$ cat src/rtl/rv_ctrl_pipe.sv
// Pipelined control and hazard unit for the 5-stage RV32I core: decodes in D,
// carries control through ID/EX, EX/MEM, MEM/WB, resolves branches in E.
module rv_ctrl_pipe #(
    parameter int ALUCTRL_W   = 4,
    parameter bit FULL_BRANCH = 1'b1
) (
    input  logic                 clk,
    input  logic                 rst,
    input  logic [31:0]          instr_d,
    input  logic                 zero_e,
    input  logic                 lt_e,
    input  logic                 ltu_e,
    input  logic                 mem_stall,
    output logic [2:0]           imm_src_d,
    output logic [4:0]           rs1_d,
    output logic [4:0]           rs2_d,
    output logic                 illegal_d,
    output logic [ALUCTRL_W-1:0] alu_ctrl_e,
    output logic                 alu_src_a_e,
    output logic                 alu_src_b_e,
    output logic                 jalr_e,
    output logic                 pc_src_e,
    output logic [1:0]           forward_a_e,
    output logic [1:0]           forward_b_e,
    output logic                 stall_f,
    output logic                 stall_d,
    output logic                 flush_d,
    output logic                 mem_write_m,
    output logic [2:0]           mem_size_m,
    output logic                 reg_write_m,
    output logic [4:0]           rd_m,
    output logic                 reg_write_w,
    output logic [4:0]           rd_w,
    output logic [1:0]           result_src_w
);

    localparam logic [6:0] OP_R     = 7'b0110011;
    localparam logic [6:0] OP_I     = 7'b0010011;
    localparam logic [6:0] OP_LOAD  = 7'b0000011;
    localparam logic [6:0] OP_STORE = 7'b0100011;
    localparam logic [6:0] OP_BR    = 7'b1100011;
    localparam logic [6:0] OP_JAL   = 7'b1101111;
    localparam logic [6:0] OP_JALR  = 7'b1100111;
    localparam logic [6:0] OP_LUI   = 7'b0110111;
    localparam logic [6:0] OP_AUIPC = 7'b0010111;

    localparam logic [3:0] ALU_ADD  = 4'd0;
    localparam logic [3:0] ALU_SUB  = 4'd1;
    localparam logic [3:0] ALU_AND  = 4'd2;
    localparam logic [3:0] ALU_OR   = 4'd3;
    localparam logic [3:0] ALU_XOR  = 4'd4;
    localparam logic [3:0] ALU_SLT  = 4'd5;
    localparam logic [3:0] ALU_SLTU = 4'd6;
    localparam logic [3:0] ALU_SLL  = 4'd7;
    localparam logic [3:0] ALU_SRL  = 4'd8;
    localparam logic [3:0] ALU_SRA  = 4'd9;
    localparam logic [3:0] ALU_PASSB = 4'd10;

    localparam logic [6:0] F7_ZERO = 7'b0000000;
    localparam logic [6:0] F7_ALT  = 7'b0100000;

    typedef struct packed {
        logic                 reg_write;
        logic [1:0]           result_src;
        logic                 mem_write;
        logic [ALUCTRL_W-1:0] alu_ctrl;
        logic                 alu_src_a;
        logic                 alu_src_b;
        logic                 branch;
        logic                 jump;
        logic                 jalr;
        logic [2:0]           funct3;
        logic [4:0]           rd;
        logic [4:0]           rs1;
        logic [4:0]           rs2;
    } ctrl_e_t;

    function automatic logic [3:0] alu_op(input logic [2:0] f3, input logic alt);
        logic [3:0] op;
        case (f3)
            3'b000:  op = alt ? ALU_SUB : ALU_ADD;
            3'b001:  op = ALU_SLL;
            3'b010:  op = ALU_SLT;
            3'b011:  op = ALU_SLTU;
            3'b100:  op = ALU_XOR;
            3'b101:  op = alt ? ALU_SRA : ALU_SRL;
            3'b110:  op = ALU_OR;
            default: op = ALU_AND;
        endcase
        return op;
    endfunction

    // M has priority over W; a destination of x0 never forwards.
    function automatic logic [1:0] fwd_sel(input logic [4:0] rs,
                                           input logic wr_m, input logic [4:0] dst_m,
                                           input logic wr_w, input logic [4:0] dst_w);
        logic [1:0] sel;
        if (wr_m && (dst_m != 5'd0) && (dst_m == rs))      sel = 2'b10;
        else if (wr_w && (dst_w != 5'd0) && (dst_w == rs)) sel = 2'b01;
        else                                               sel = 2'b00;
        return sel;
    endfunction

    logic [6:0] w_opcode;
    logic [2:0] w_funct3;
    logic [6:0] w_funct7;
    ctrl_e_t    w_dec;
    ctrl_e_t    w_ctrl_d;
    logic       w_legal;
    logic [2:0] w_imm_src;

    assign w_opcode = instr_d[6:0];
    assign w_funct3 = instr_d[14:12];
    assign w_funct7 = instr_d[31:25];

    always_comb begin
        w_dec        = '0;
        w_legal      = 1'b1;
        w_imm_src    = 3'b000;
        w_dec.funct3 = w_funct3;
        w_dec.rd     = instr_d[11:7];
        w_dec.rs1    = instr_d[19:15];
        w_dec.rs2    = instr_d[24:20];
        case (w_opcode)
            OP_R: begin
                w_dec.reg_write = 1'b1;
                w_dec.alu_ctrl  = ALUCTRL_W'(alu_op(w_funct3, w_funct7[5]));
                // funct7 alternate encoding exists only for sub and sra
                w_legal = (w_funct7 == F7_ZERO) ||
                          ((w_funct7 == F7_ALT) && ((w_funct3 == 3'b000) || (w_funct3 == 3'b101)));
            end
            OP_I: begin
                w_dec.reg_write = 1'b1;
                w_dec.alu_src_b = 1'b1;
                w_dec.alu_ctrl  = ALUCTRL_W'(alu_op(w_funct3, (w_funct3 == 3'b101) && w_funct7[5]));
                if (w_funct3 == 3'b001)
                    w_legal = (w_funct7 == F7_ZERO);
                else if (w_funct3 == 3'b101)
                    w_legal = (w_funct7 == F7_ZERO) || (w_funct7 == F7_ALT);
            end
            OP_LOAD: begin
                w_dec.reg_write  = 1'b1;
                w_dec.result_src = 2'b01;
                w_dec.alu_src_b  = 1'b1;
                w_legal = (w_funct3 != 3'b011) && (w_funct3 != 3'b110) && (w_funct3 != 3'b111);
            end
            OP_STORE: begin
                w_dec.mem_write = 1'b1;
                w_dec.alu_src_b = 1'b1;
                w_imm_src       = 3'b001;
                w_legal         = (w_funct3 <= 3'b010);
            end
            OP_BR: begin
                w_dec.branch   = 1'b1;
                w_dec.alu_ctrl = ALUCTRL_W'(ALU_SUB);
                w_imm_src      = 3'b010;
                if (FULL_BRANCH)
                    w_legal = (w_funct3 != 3'b010) && (w_funct3 != 3'b011);
                else
                    w_legal = (w_funct3 == 3'b000) || (w_funct3 == 3'b001);
            end
            OP_JAL: begin
                w_dec.reg_write  = 1'b1;
                w_dec.result_src = 2'b10;
                w_dec.jump       = 1'b1;
                w_imm_src        = 3'b011;
            end
            OP_JALR: begin
                w_dec.reg_write  = 1'b1;
                w_dec.result_src = 2'b10;
                w_dec.jump       = 1'b1;
                w_dec.jalr       = 1'b1;
                w_dec.alu_src_b  = 1'b1;
                w_legal          = (w_funct3 == 3'b000);
            end
            OP_LUI: begin
                w_dec.reg_write = 1'b1;
                w_dec.alu_src_b = 1'b1;
                w_dec.alu_ctrl  = ALUCTRL_W'(ALU_PASSB);
                w_imm_src       = 3'b100;
            end
            OP_AUIPC: begin
                w_dec.reg_write = 1'b1;
                w_dec.alu_src_a = 1'b1;
                w_dec.alu_src_b = 1'b1;
                w_imm_src       = 3'b100;
            end
            default: w_legal = 1'b0;
        endcase
    end

    // An illegal instruction travels down the pipe as a bubble.
    assign w_ctrl_d  = w_legal ? w_dec : '0;
    assign illegal_d = ~w_legal;
    assign imm_src_d = w_imm_src;
    assign rs1_d     = instr_d[19:15];
    assign rs2_d     = instr_d[24:20];

    ctrl_e_t    r_e;
    logic       r_m_reg_write;
    logic [1:0] r_m_result_src;
    logic       r_m_mem_write;
    logic [2:0] r_m_funct3;
    logic [4:0] r_m_rd;
    logic       r_w_reg_write;
    logic [1:0] r_w_result_src;
    logic [4:0] r_w_rd;

    logic w_taken;
    logic w_pc_src;
    logic w_lw_stall;
    logic w_bubble_e;

    always_comb begin
        case (r_e.funct3)
            3'b000:  w_taken = zero_e;
            3'b001:  w_taken = ~zero_e;
            3'b100:  w_taken = lt_e;
            3'b101:  w_taken = ~lt_e;
            3'b110:  w_taken = ltu_e;
            3'b111:  w_taken = ~ltu_e;
            default: w_taken = 1'b0;
        endcase
    end

    assign w_pc_src   = r_e.jump | (r_e.branch & w_taken);
    assign w_lw_stall = (r_e.result_src == 2'b01) && (r_e.rd != 5'd0) &&
                        ((r_e.rd == rs1_d) || (r_e.rd == rs2_d));

    // A redirect outranks a load-use stall: the dependent in D is flushed anyway.
    always_comb begin
        stall_f    = 1'b0;
        stall_d    = 1'b0;
        flush_d    = 1'b0;
        w_bubble_e = 1'b0;
        if (mem_stall) begin
            stall_f = 1'b1;
            stall_d = 1'b1;
        end else if (w_pc_src) begin
            flush_d    = 1'b1;
            w_bubble_e = 1'b1;
        end else if (w_lw_stall) begin
            stall_f    = 1'b1;
            stall_d    = 1'b1;
            w_bubble_e = 1'b1;
        end
    end

    always_ff @(posedge clk or posedge rst) begin
        if (rst) begin
            r_e            <= '0;
            r_m_reg_write  <= 1'b0;
            r_m_result_src <= 2'b00;
            r_m_mem_write  <= 1'b0;
            r_m_funct3     <= 3'b000;
            r_m_rd         <= 5'd0;
            r_w_reg_write  <= 1'b0;
            r_w_result_src <= 2'b00;
            r_w_rd         <= 5'd0;
        end else if (!mem_stall) begin
            r_e            <= w_bubble_e ? '0 : w_ctrl_d;
            r_m_reg_write  <= r_e.reg_write;
            r_m_result_src <= r_e.result_src;
            r_m_mem_write  <= r_e.mem_write;
            r_m_funct3     <= r_e.funct3;
            r_m_rd         <= r_e.rd;
            r_w_reg_write  <= r_m_reg_write;
            r_w_result_src <= r_m_result_src;
            r_w_rd         <= r_m_rd;
        end
    end

    assign alu_ctrl_e   = r_e.alu_ctrl;
    assign alu_src_a_e  = r_e.alu_src_a;
    assign alu_src_b_e  = r_e.alu_src_b;
    assign jalr_e       = r_e.jalr;
    assign pc_src_e     = w_pc_src;
    assign forward_a_e  = fwd_sel(r_e.rs1, r_m_reg_write, r_m_rd, r_w_reg_write, r_w_rd);
    assign forward_b_e  = fwd_sel(r_e.rs2, r_m_reg_write, r_m_rd, r_w_reg_write, r_w_rd);
    assign mem_write_m  = r_m_mem_write;
    assign mem_size_m   = r_m_funct3;
    assign reg_write_m  = r_m_reg_write;
    assign rd_m         = r_m_rd;
    assign reg_write_w  = r_w_reg_write;
    assign rd_w         = r_w_rd;
    assign result_src_w = r_w_result_src;

endmodule

$ cat config.mk
export PLATFORM = sky130hd
export DESIGN_NAME = rv_ctrl_pipe
export DESIGN_NICKNAME = d
export VERILOG_FILES = /design/src/rtl/rv_ctrl_pipe.sv
export SDC_FILE = /design/constraint.sdc
export NUM_CORES = 1
export LEC_CHECK = 0
export CELL_PAD_IN_SITES_DETAIL_PLACEMENT = 1
export CELL_PAD_IN_SITES_GLOBAL_PLACEMENT = 1
export CORE_MARGIN = 4
export CORE_UTILIZATION = 44
export CTS_BUF_LIST = sky130_fd_sc_hd__clkbuf_4 sky130_fd_sc_hd__clkbuf_8 sky130_fd_sc_hd__clkbuf_16
export CTS_CLUSTER_DIAMETER = 40
export CTS_CLUSTER_SIZE = 8
export DETAILED_ROUTE_END_ITERATION = 10
export DONT_BUFFER_PORTS = 1
export HOLD_SLACK_MARGIN = 0.05
export PLACE_DENSITY_LB_ADDON = 0.1
export SETUP_SLACK_MARGIN = 0.02
export SLEW_MARGIN = 10
export SYNTH_ARGS = -nofsm -noshare
export SYNTH_HDL_FRONTEND = slang
export SYNTH_SLANG_ARGS = --single-unit
$ cat constraint.sdc
create_clock -name clk -period 1.99 [get_ports clk]
set_input_delay 0.398 -clock clk [delete_from_list [all_inputs] [get_ports clk]]
set_output_delay 0.398 -clock clk [all_outputs]
set_load 0.005 [all_outputs]
After elaboration in Yosys (flattened, before gate mapping)
Cells that the tools add are included.
{"block": "word_totals", "register_bits": 51, "inputBits": 38, "output_inout_bits": 47, "elab_cells": 121}
{"block": "classes", "order_cmp": 1, "n_eq_ne": 32, "mux": 33, "bitwise_logic": 6, "reduce_logical": 28}
{"cell": "31-bit two-way mux", "count": 2}
{"cell": "4-bit case mux with 7 select lines", "count": 2}
{"cell": "5-bit equality test", "count": 6}
{"cell": "7-bit by 6-bit equality test with 1-bit output (second input constant)", "count": 4}
{"cell": "1-bit two-way mux", "count": 22}
{"cell": "3-bit equality test (second input constant)", "count": 7}
{"cell": "7-bit equality test (second input constant)", "count": 3}
{"cell": "4-bit case mux with 4 select lines", "count": 1}
{"cell": "5-bit nonzero test", "count": 3}
{"cell": "7-bit by 5-bit equality test with 1-bit output (second input constant)", "count": 2}
{"cell": "1-bit logical AND", "count": 13}
{"cell": "3-bit case mux with 4 select lines", "count": 1}
{"cell": "7-bit by 2-bit equality test with 1-bit output (second input constant)", "count": 1}
{"cell": "7-bit zero test", "count": 1}
{"cell": "1-bit case mux with 7 select lines", "count": 1}
{"cell": "7-bit OR reduction", "count": 1}
{"cell": "3-bit by 1-bit equality test with 1-bit output (second input constant)", "count": 2}
{"cell": "3-bit by 2-bit equality test with 1-bit output (second input constant)", "count": 2}
{"cell": "3-bit zero test", "count": 2}
{"cell": "3-bit by 2-bit != test with 1-bit output (second input constant)", "count": 2}
{"cell": "3-bit != test (second input constant)", "count": 2}
{"cell": "1-bit case mux with 6 select lines", "count": 1}
{"cell": "6-bit OR reduction", "count": 1}
{"cell": "1-bit logical OR", "count": 4}
{"cell": "other kinds (9)", "count": 14}

Depth between registers and ports, before layout
Gate-level depths: netlist of the first run.
{"block": "depth", "depth_word": 7, "ltp_mapped": 7}

Worst setup path after synthesis of the first run
No wires, ideal clock.
{"block": "synth_path", "kind": "flip-flop to output port", "start": "reg r_e[17] (netlist name)", "end": "out stall_f", "t_arrival_ns": 1.822, "path_slack_ns": -0.230, "stages_incl_launch_ff": 7, "path_buffers": 1, "path_cell_list": "dfrtp_1 -> mux2_4 -> a211o_1 -> a31oi_2 -> inv_1 -> o31ai_1 -> buf_4"}
{"block": "synth_between", "elab_chain_cells": 6}
{"item": "start, declared", "line": "199", "text": "ctrl_e_t r_e;"}
{"item": "start signal, assigned", "line": "261", "text": "r_e <= w_bubble_e ? '0 : w_ctrl_d;"}
{"item": "3-bit equality test (tied with other cells)", "line": "215", "text": "case (r_e.funct3)"}
{"item": "1-bit case mux with 6 select lines *", "line": "215"}
{"item": "1-bit bitwise AND *", "line": "226", "text": "assign w_pc_src = r_e.jump | (r_e.branch & w_taken);"}
{"item": "1-bit bitwise OR *", "line": "226"}
{"item": "named net pc_src_e", "line": "22", "text": "output logic pc_src_e,"}
{"item": "1-bit two-way mux * (2 in series)"}
{"item": "end, declared", "line": "25", "text": "output logic stall_f,"}
Mark *: on every way through the listed nets, which the timed path passes. The rest lies on a longest branch.

Worst setup path in the final report of the first run
{"block": "layout_path", "start": "reg r_e[17] (netlist name)", "end": "out stall_d"}
{"block": "layout_between", "elab_chain_cells": 6}
{"item": "3-bit equality test (tied with other cells)", "line": "215"}
{"item": "1-bit case mux with 6 select lines *", "line": "215"}
{"item": "1-bit bitwise AND *", "line": "226"}
{"item": "1-bit bitwise OR *", "line": "226"}
{"item": "1-bit two-way mux *", "line": "239", "text": "end else if (w_pc_src) begin"}
{"item": "1-bit two-way mux *", "line": "236", "text": "if (mem_stall) begin"}
{"item": "end, declared", "line": "26", "text": "output logic stall_d,"}
Every way passes the cells marked *; elsewhere a longest branch is shown, timed or not.

==> results of run 1 <==
## report_power, final
part           total [mW]  switching [mW]  internal (mW)
sequential           1.07          0.0199           1.05
clock               0.754           0.346          0.408
combinational       0.214           0.116         0.0981
total                2.04           0.482           1.56
## per-stage QoR
| stage | setup TNS [ps] | power (mW) | area, um^2 | std cells |
|---|---|---|---|---|
| 2_1_floorplan | -32.56 | 1.265 | 3226 | 311 |
| 3_3_place_gp | 0 | 1.263 | 3383 | 400 |
| 3_5_place_dp | -47.32 | 1.266 | 3383 | 400 |
| 4_1_cts | -3980 | 2.027 | 3656 | 414 |
| 5_1_grt | -9920 | 2.135 | 3978 | 420 |
| 6_report | -6205 | 2.038 | 3978 | 420 |
## how the worst min path moves through the flow
stage | from | endpoint | slack, ps | cells after the start
final | instr_d[5] | alu_src_a_e | 180 | 1
after CTS | instr_d[5] | alu_src_a_e | 170 | 1
after detailed placement | rst | rd_w[3] | 360 | 2
after global placement | rst | rd_w[3] | 350 | 2
after global routing | instr_d[5] | alu_src_a_e | 160 | 1
after floorplan | alu_ctrl_e[0] | alu_ctrl_e[0] | 450 | 2
## synthesized netlist by cell type (2+ instances only)
master,instances,area [um^2]
clkbuf_1,8,30.03
buf_1,2,7.510
xor2_1,25,219.0
nor4_1,5,31.28
nor3_1,6,30.03
buf_6,2,22.52
o21ai_0,7,35.03
o31ai_2,10,125.1
buf_2,6,30.03
or4_1,5,37.54
o41ai_2,21,341.6
nand3_1,5,25.02
a211o_1,2,17.52
inv_1,23,86.33
dfrtp_1,51,1276
mux2_2,19,214.0
nor2_1,10,37.54
nor2b_1,4,25.02
buf_4,16,120.1
nand2_1,39,146.4
nand4_1,4,25.02
and3_1,3,18.77
xnor2_1,7,61.31
a21oi_1,5,25.02
## area by class of cell
| type | instances | area, um^2 |
|---|---|---|
| clock buffer | 6 | 82.58 |
| clock inverter | 2 | 35.03 |
| fill | 721 | 2967 |
| inverter | 24 | 90.09 |
| multi-input combinational | 202 | 1953 |
| sequential | 51 | 1281 |
| tap | 96 | 120.1 |
| timing repair buffer | 39 | 415.4 |
## sequential cells by signal (all words and copies together) (netlist names)
signal / count
result_src_w: 2
rd_w: 5
mem_write_m: 1
r_e: 24
r_m_result_src: 2
alu_src_b_e: 1
mem_size_m: 3
alu_ctrl_e: 4
jalr_e: 1
reg_write_m: 1
rd_m: 5
alu_src_a_e: 1
reg_write_w: 1
## per-layer routing
metal	wire [um]	vias up
li1	-	1117
met1	3620	1208
met2	4602	63
met3	475	8
met4	125	0
met5	0	-
## what timing repair did
action	4_1_cts	5_1_grt
setup endpoints to repair	18	40
hold buffers	1	0
cloned	1	1
buffers inserted	5	5
endpoints found under the hold margin	51	0
pin swaps	14	10
resized for setup	21	38
## kinds of logic after synthesis
kind of cell    Yosys count  share of synthesized area [%]
simple gates             88                          13.51
compound gates           61                          21.29
buf+inv                  58                          9.342
flops                    51                          39.70
xor+xnor                 32                          8.719
mux                      21                          7.435
## worst max-delay path, delay by kind of cell, from the launching register on
family	cells	cell delay (ps)
buf+inv	2	230
mux	1	320
flops	1	420
compound gates	3	620
==> results_dict.tcl, run 1 <==
set metrics [dict create \
    detail-route-antenna-nets 0 \
    setup_viol 39 \
    cts-root-buf "clkbuf_8" \
    groute.usage.overall_pct 19.48 \
    antenna_found_initial 0 \
    worst_slack_ps -299.3 \
    cp_slowest_cell "dfrtp_1" \
    grt_pass1_wl_um 13380 \
    num_vias 2396 \
    overflow 0 \
    slew_headroom_pct 66.00 \
    synth_edf_count 0 \
    worst_pin_slew_ps 508.0 \
    crit_required_ps 1590 \
    crit_arrival_ps 1890 \
    crit_chain "mux2_4, a211o_1, a31oi_2, inv_2, o31ai_2, buf_4" \
    grt-busiest-layer "met2" \
    p_per_area_nw_per_um2 512.3 \
    row_count 30 \
    reg2reg_to "r_e[7]" \
    r2r_cells 10 \
    critPathCapture "stall_d" \
    synthCells 311 \
    p_leak_nw 1.962 \
    die_w_um 93.47 \
    ir_drop_mv 0.2542 \
    tritoncts "built" \
    cpPeakStageDelay_ps 420 \
    fin_crit_ps 2289 \
    r2r-start "r_e[17]" \
    synth_nets 349 \
    drc 0 \
    final_util_pct 57.28 \
    grt_max_degree 82 \
    path_clk_slew_ps 100 \
    start_kind "register" \
    status "complete, but fails checks" \
    yosys_warnings 0 \
    core_um2 6944 \
    initial_utilization_pct 46.29 \
    io_pins 85 \
    wl_um 8823 \
    ys_types 50 \
    finalClockSkew_ps 10.19 \
    worstSetupStartpoint "r_e[17]" \
    avgViaCountPerCell 5.705 \
    ys_ff_latch 51 \
    cap_violations 0 \
    finalHoldViolCount 0 \
    wl_per_cell_um 21.01 \
    path_class "reg2out" \
    clock_sinks 51 \
    dr.pass1.iters 4 \
    grt_pass1_vias 2519 \
    clk_latency_ps 300 \
    clock_path_buffers 2 \
    pre_cts_ws_ps -20.83 \
    violations "negative setup slack" \
    nNetsFinal 361 \
    drive_above_1_share_pct 39.20 \
    ys.flop_type "dfrtp_1" \
    netlist_area_um2 3214 \
    final_cell_mix "dfrtp_1 (47), nand2_1 (39), buf_4 (25)" \
    fin_crit_sh_pct 115.0 \
    use_met2_pct 34.37 \
    io_buffer_count 0 \
    area_delta_synth_final_pct 23.74 \
    fin_hold_ws_ps 181.6 \
    ff2ff_setup_slack_ps -180 \
    h-tree-depth 2 \
    synth.avg_cell_area_um2 10.34 \
    antennaDiodeCount 0 \
    dieHeight_um 93.47 \
    routabilityCongestion 0.8167 \
    fmax_mhz 436.8 \
    postSynth.asyncResetShare_pct 100.0 \
    worstPathMaxFanout 3 \
    rsz0062_at_grt "yes" \
    grtUsageMet1_pct 23.94 \
    use_met3_pct 4.344 \
    final_common_cell "dfrtp_1" \
    hp-class "in2reg" \
    drt_iter0_markers 71 \
    die_area_um2 8737 \
    ys_seq_area_share_pct 39.70 \
    place_hpwl_um 5819 \
    cts_made_buffers 5 \
    drv_slew 0 \
    endpoint_kind "output port" \
]
No activity file was read; power rests on OpenSTA's default activity.
==> run 2: changes to the inputs <==
==> constraint.sdc (replaced) <==
create_clock -name clk -period 1.99 [get_ports clk]
set_input_delay 0.398 -clock clk [delete_from_list [all_inputs] [get_ports clk]]
set_output_delay 0.398 -clock clk [all_outputs]
set_load 0.02 [all_outputs]
==> results_dict.tcl, run 2 (synthesis gave the netlist of run 1 again) <==
set metrics [dict create \
    status "complete, but fails checks" \
    violations "negative setup slack" \
    start_kind "register" \
    finalClockSkew_ps 9.253 \
    final.setup.tns_ps -3116 \
    slew_headroom_pct 63.92 \
    io_pins 85 \
    clock_sinks 51 \
    wl_um 8721 \
    pre_cts_ws_ps -30.56 \
    cts-root-buf "clkbuf_8" \
    io_buffer_count 0 \
    drv_slew 0 \
    detail-route-antenna-nets 0 \
    h-tree-depth 2 \
    tritoncts "built" \
    drc 0 \
    fin_crit_sh_pct 117.8 \
    p_per_area_nw_per_um2 515.6 \
    intPower_mw 1.555 \
    core_um2 6944 \
    finalHoldViolCount 0 \
    antenna_found_initial 0 \
    setup_viol 33 \
    final_util_pct 57.01 \
    clock_path_buffers 2 \
    nNetsFinal 373 \
    final_cell_mix "dfrtp_1 (42), buf_4 (40), nand2_1 (39)" \
    path_class "reg2out" \
    antennaDiodeCount 0 \
    regMostFlops "r_e" \
    drt_iter0_markers 89 \
    cts_made_buffers 5 \
    drive_above_1_share_pct 42.26 \
    initial_utilization_pct 46.29 \
    crit_required_ps 1590 \
    fin_cells 432 \
    fmax_mhz 426.5 \
    crit_arrival_ps 1950 \
    ir_drop_mv 0.3032 \
    overflow 0 \
    row_count 30 \
    place_hpwl_um 6246 \
    worst_slack_ps -354.9 \
    area_delta_synth_final_pct 23.16 \
    grt_pass1_wl_um 14060 \
    routabilityCongestion 0.7954 \
    p_leak_nw 1.987 \
    final_common_cell "dfrtp_1" \
    path_clk_slew_ps 90 \
    sw_frac_of_total_pct 23.84 \
    die_w_um 93.47 \
    num_vias 2458 \
    hp-class "in2reg" \
    pwr-share-seq_pct 52.4 \
    cap_violations 0 \
    worstPathMaxFanout 3 \
    largest_register_ff_count 24 \
    dr.pass1.iters 4 \
    rsz0062_at_grt "yes" \
    fin_crit_ps 2345 \
    placed_cells 414 \
    clk_latency_ps 300 \
    endpoint_kind "output port" \
    ff2ff_setup_slack_ps -80 \
    groute.usage.overall_pct 20.47 \
    avgViaCountPerCell 5.690 \
    power_frac_clock_pct 36.5 \
    grt_max_degree 82 \
    wl_per_cell_um 20.19 \
    power.switching_uw 486.7 \
    die_area_um2 8737 \
    worst_pin_slew_ps 540.5 \
    grt_pass1_vias 2603 \
    dieHeight_um 93.47 \
    power.share.combinational_pct 11.1 \
]
run 2: changes by cell type in the layout (fill, tap and decap cells not counted), moves of 2 or more:
| cell | delta |
|---|---|
| o31ai_2 | +8 |
| o41ai_4 | -2 |
| o31ai_4 | -8 |
| clkbuf_4 | +2 |
| xnor2_2 | -2 |
| buf_6 | -3 |
| xnor2_1 | +2 |
| o41ai_2 | +2 |
| dfrtp_1 | -5 |
| clkbuf_16 | -2 |
| buf_4 | +15 |
| dfrtp_2 | +5 |
run 2: layout make-up:
class / instances / area (um^2)
repair buffers: 51 / 491.7
well taps: 96 / 120.1
clock inverters: 1 / 30.03
inverters: 24 / 92.59
clock buffers: 7 / 83.83
multi-input cells: 202 / 1853
fillers: 727 / 2985
flip-flops and latches: 51 / 1287
run 2: worst max-delay path, cell delays in order, from the launching register on:
cell and delay [ps]:
dfrtp_1 420, mux2_4 310, a211o_1 290, a31oi_4 190
inv_4 60, o31ai_4 220, buf_12 160
run 2: path summary, 6_finish.rpt:
check | startpoint | depth (start not counted) | to
min in group asynchronous | rst | 2 | rd_w[2]
worst min register to register | r_e[27] | 2 | r_e[27]
worst max register to register | r_e[11] | 7 | r_e[8]
worst min-delay path | instr_d[5] | 1 | alu_src_a_e
worst max-delay path | r_e[17] | 6 | stall_d
max in group asynchronous | rst | 3 | rd_m[2]
run 2: power groups by stage:
stage          Combinational (mW)  Clock, mW  Sequential (mW)
2_1_floorplan               0.204          0             1.09
3_3_place_gp                0.203          0             1.09
3_5_place_dp                0.207          0             1.09
4_1_cts                     0.222      0.763             1.07
5_1_grt                     0.248      0.803             1.07
6_report                    0.226      0.745             1.07
run 2: stage by stage:
stage          hold slack (ps)  cell area [um^2]  power [mW]
6_report                 182.7              3959       2.041
5_1_grt                  172.0              3959       2.123
4_1_cts                  175.8              3854       2.055
3_5_place_dp             363.9              3583       1.297
3_3_place_gp             355.4              3583       1.293
2_1_floorplan            452.7              3312       1.299
run 2: layer usage:
metal	GRT usage, %	up-vias	routed length (um)
met5	0	-	0
met4	5.983	0	178
met3	4.907	11	476
met2	35.97	56	4592
met1	24.72	1250	3474
li1	-	1141	-
run 2: what timing repair did:
item / 4_1_cts / 5_1_grt
pin swaps: 5 / 2
cloned: 1 / 0
setup endpoints to repair: 26 / 39
setup buffers: 4 / 4
resized for setup: 12 / 11
hold endpoints to repair: 21 / 0
hold buffers: 1 / 0
==> run 3: changes to the inputs <==
--- a/config.mk
+++ b/config.mk
@@ -8,7 +8,7 @@
 export CELL_PAD_IN_SITES_DETAIL_PLACEMENT = 1
 export CELL_PAD_IN_SITES_GLOBAL_PLACEMENT = 1
 export CORE_MARGIN = 4
-export CORE_UTILIZATION = 44
+export CORE_UTILIZATION = 51
 export CTS_BUF_LIST = sky130_fd_sc_hd__clkbuf_4 sky130_fd_sc_hd__clkbuf_8 sky130_fd_sc_hd__clkbuf_16
 export CTS_CLUSTER_DIAMETER = 40
 export CTS_CLUSTER_SIZE = 8
==> constraint.sdc (replaced) <==
create_clock -name clk -period 2.74 [get_ports clk]
set_input_delay 0.548 -clock clk [delete_from_list [all_inputs] [get_ports clk]]
set_output_delay 0.548 -clock clk [all_outputs]
set_load 0.02 [all_outputs]
==> results_dict.tcl, run 3 (synthesis gave the netlist of run 1 again) <==
set metrics [dict create \
    status "completed" \
    num_vias 2280 \
    wl_um 7789 \
    path_clk_slew_ps 90 \
    groute.usage.overall_pct 21.35 \
    tritoncts "built" \
    nNetsFinal 339 \
    cts-root-buf "clkbuf_8" \
    clk_latency_ps 300 \
    core_um2 6026 \
    largest_register_ff_count 24 \
    crit_arrival_ps 2030 \
    area_delta_synth_final_pct 6.111 \
    antennaDiodeCount 0 \
    overflow 0 \
    grt_pass1_wl_um 12640 \
    slew_headroom_pct 60.85 \
    p_per_area_nw_per_um2 417.9 \
    dieHeight_um 87.39 \
    row_count 28 \
    die_w_um 87.39 \
    worst_pin_slew_ps 587.3 \
    worstPathMaxFanout 3 \
    finalHoldViolCount 0 \
    cts_made_buffers 5 \
    cp_slowest_cell "dfrtp_1" \
    routabilityCongestion 0.7986 \
    regMostFlops "r_e" \
    antenna_found_initial 0 \
    die_area_um2 7637 \
    r2r-start "r_e[11]" \
    drv_slew 0 \
    rsz0062_at_grt "no" \
    worstSetupStartpoint "r_e[17]" \
    detail-route-antenna-nets 0 \
    worst_slack_ps 160.2 \
    fin_crit_sh_pct 94.15 \
    final_util_pct 56.60 \
    setup_viol 0 \
    ff2ff_setup_slack_ps 630 \
    grt_max_degree 82 \
    dr.pass1.iters 4 \
    final_cell_mix "dfrtp_1 (50), nand2_1 (39), xor2_1 (25)" \
    fmax_mhz 387.6 \
    finalClockSkew_ps 5.484 \
    p_total_mw 1.425 \
    crit_required_ps 2190 \
    drc 0 \
    clock_sinks 51 \
    cap_violations 0 \
    cpPeakStageDelay_ps 420 \
    reg2reg_to "r_e[29]" \
    io_buffer_count 0 \
    final_common_cell "dfrtp_1" \
    p_leak_nw 1.715 \
    grt_pass1_vias 2378 \
    pre_cts_ws_ps 335.5 \
    critPathCapture "stall_d" \
    place_area_um2 3296 \
    ir_drop_mv 0.2783 \
    io_pins 85 \
    avgViaCountPerCell 6.064 \
    clock_path_buffers 2 \
    final_area_um2 3411 \
    hp-class "in2async" \
    initial_utilization_pct 53.34 \
    drive_above_1_share_pct 28.24 \
    h-tree-depth 2 \
    postCtsHoldBufs 0 \
    place_hpwl_um 5692 \
    path_class "reg2out" \
    drt_iter0_markers 68 \
    endpoint_kind "output port" \
    start_kind "register" \
    fin_crit_ps 2580 \
    final.setup.tns_ps 0 \
    crit_chain "mux2_4, a211o_1, a31oi_2, inv_1, o31ai_4, buf_12" \
    wl_per_cell_um 20.72 \
    r2r_cells 5 \
]
[run 3: worst min path at each step]
stage,start,end,slack (ps),depth (start not counted)
finish,rst,result_src_w[1],120,1
floorplan,alu_ctrl_e[0],alu_ctrl_e[0],450,2
detailed placement,rst,result_src_w[1],470,1
CTS,rst,result_src_w[1],130,1
global placement,rst,result_src_w[1],470,1
global route,rst,result_src_w[1],150,1
[run 3: stage by stage]
stage,hold WS (ps),instances
floorplan,452.7,311
global placement,466.1,368
detailed placement,466.1,368
CTS,129.5,375
global route,147.1,376
finish,121.6,376
[run 3: worst max-delay path, delay by kind of cell, from the launching register on]
| kind | cells | cell delay [ps] |
|---|---|---|
| flip-flops | 1 | 420 |
| buffers and inverters | 2 | 260 |
| multiplexers | 1 | 310 |
| AO/OA/AOI/OAI | 3 | 740 |
[run 3: report_power, final]
group          internal, mW  total, mW  switching (mW)  leakage, nW
clock network         0.267      0.517           0.250       0.0502
registers             0.762      0.780          0.0176        0.709
logic                0.0570      0.128          0.0712        0.956
[run 3: cell type report]
type,instances,area [um^2]
sequential,51,1277
fill,661,2615
inverter,24,90.09
clock buffer,5,68.82
tap,75,93.84
multi-input combinational,202,1665
clock inverter,2,37.54
timing repair buffer,17,177.7
[run 3: per-layer routing]
| layer | GRT usage, % | wire length [um] | up-vias |
|---|---|---|---|
| met5 | 0 | 0 | - |
| met2 | 36.64 | 3918 | 61 |
| met4 | 5.300 | 74 | 0 |
| met3 | 4.447 | 442 | 7 |
| met1 | 27.35 | 3353 | 1139 |
| li1 | - | - | 1073 |
[run 3: timing repair]
item / in CTS / in global routing
endpoints found under the setup margin: 0 / 4
gates resized for setup: 0 / 2
hold endpoints to repair: 0 / 0
setup buffers: 0 / 1
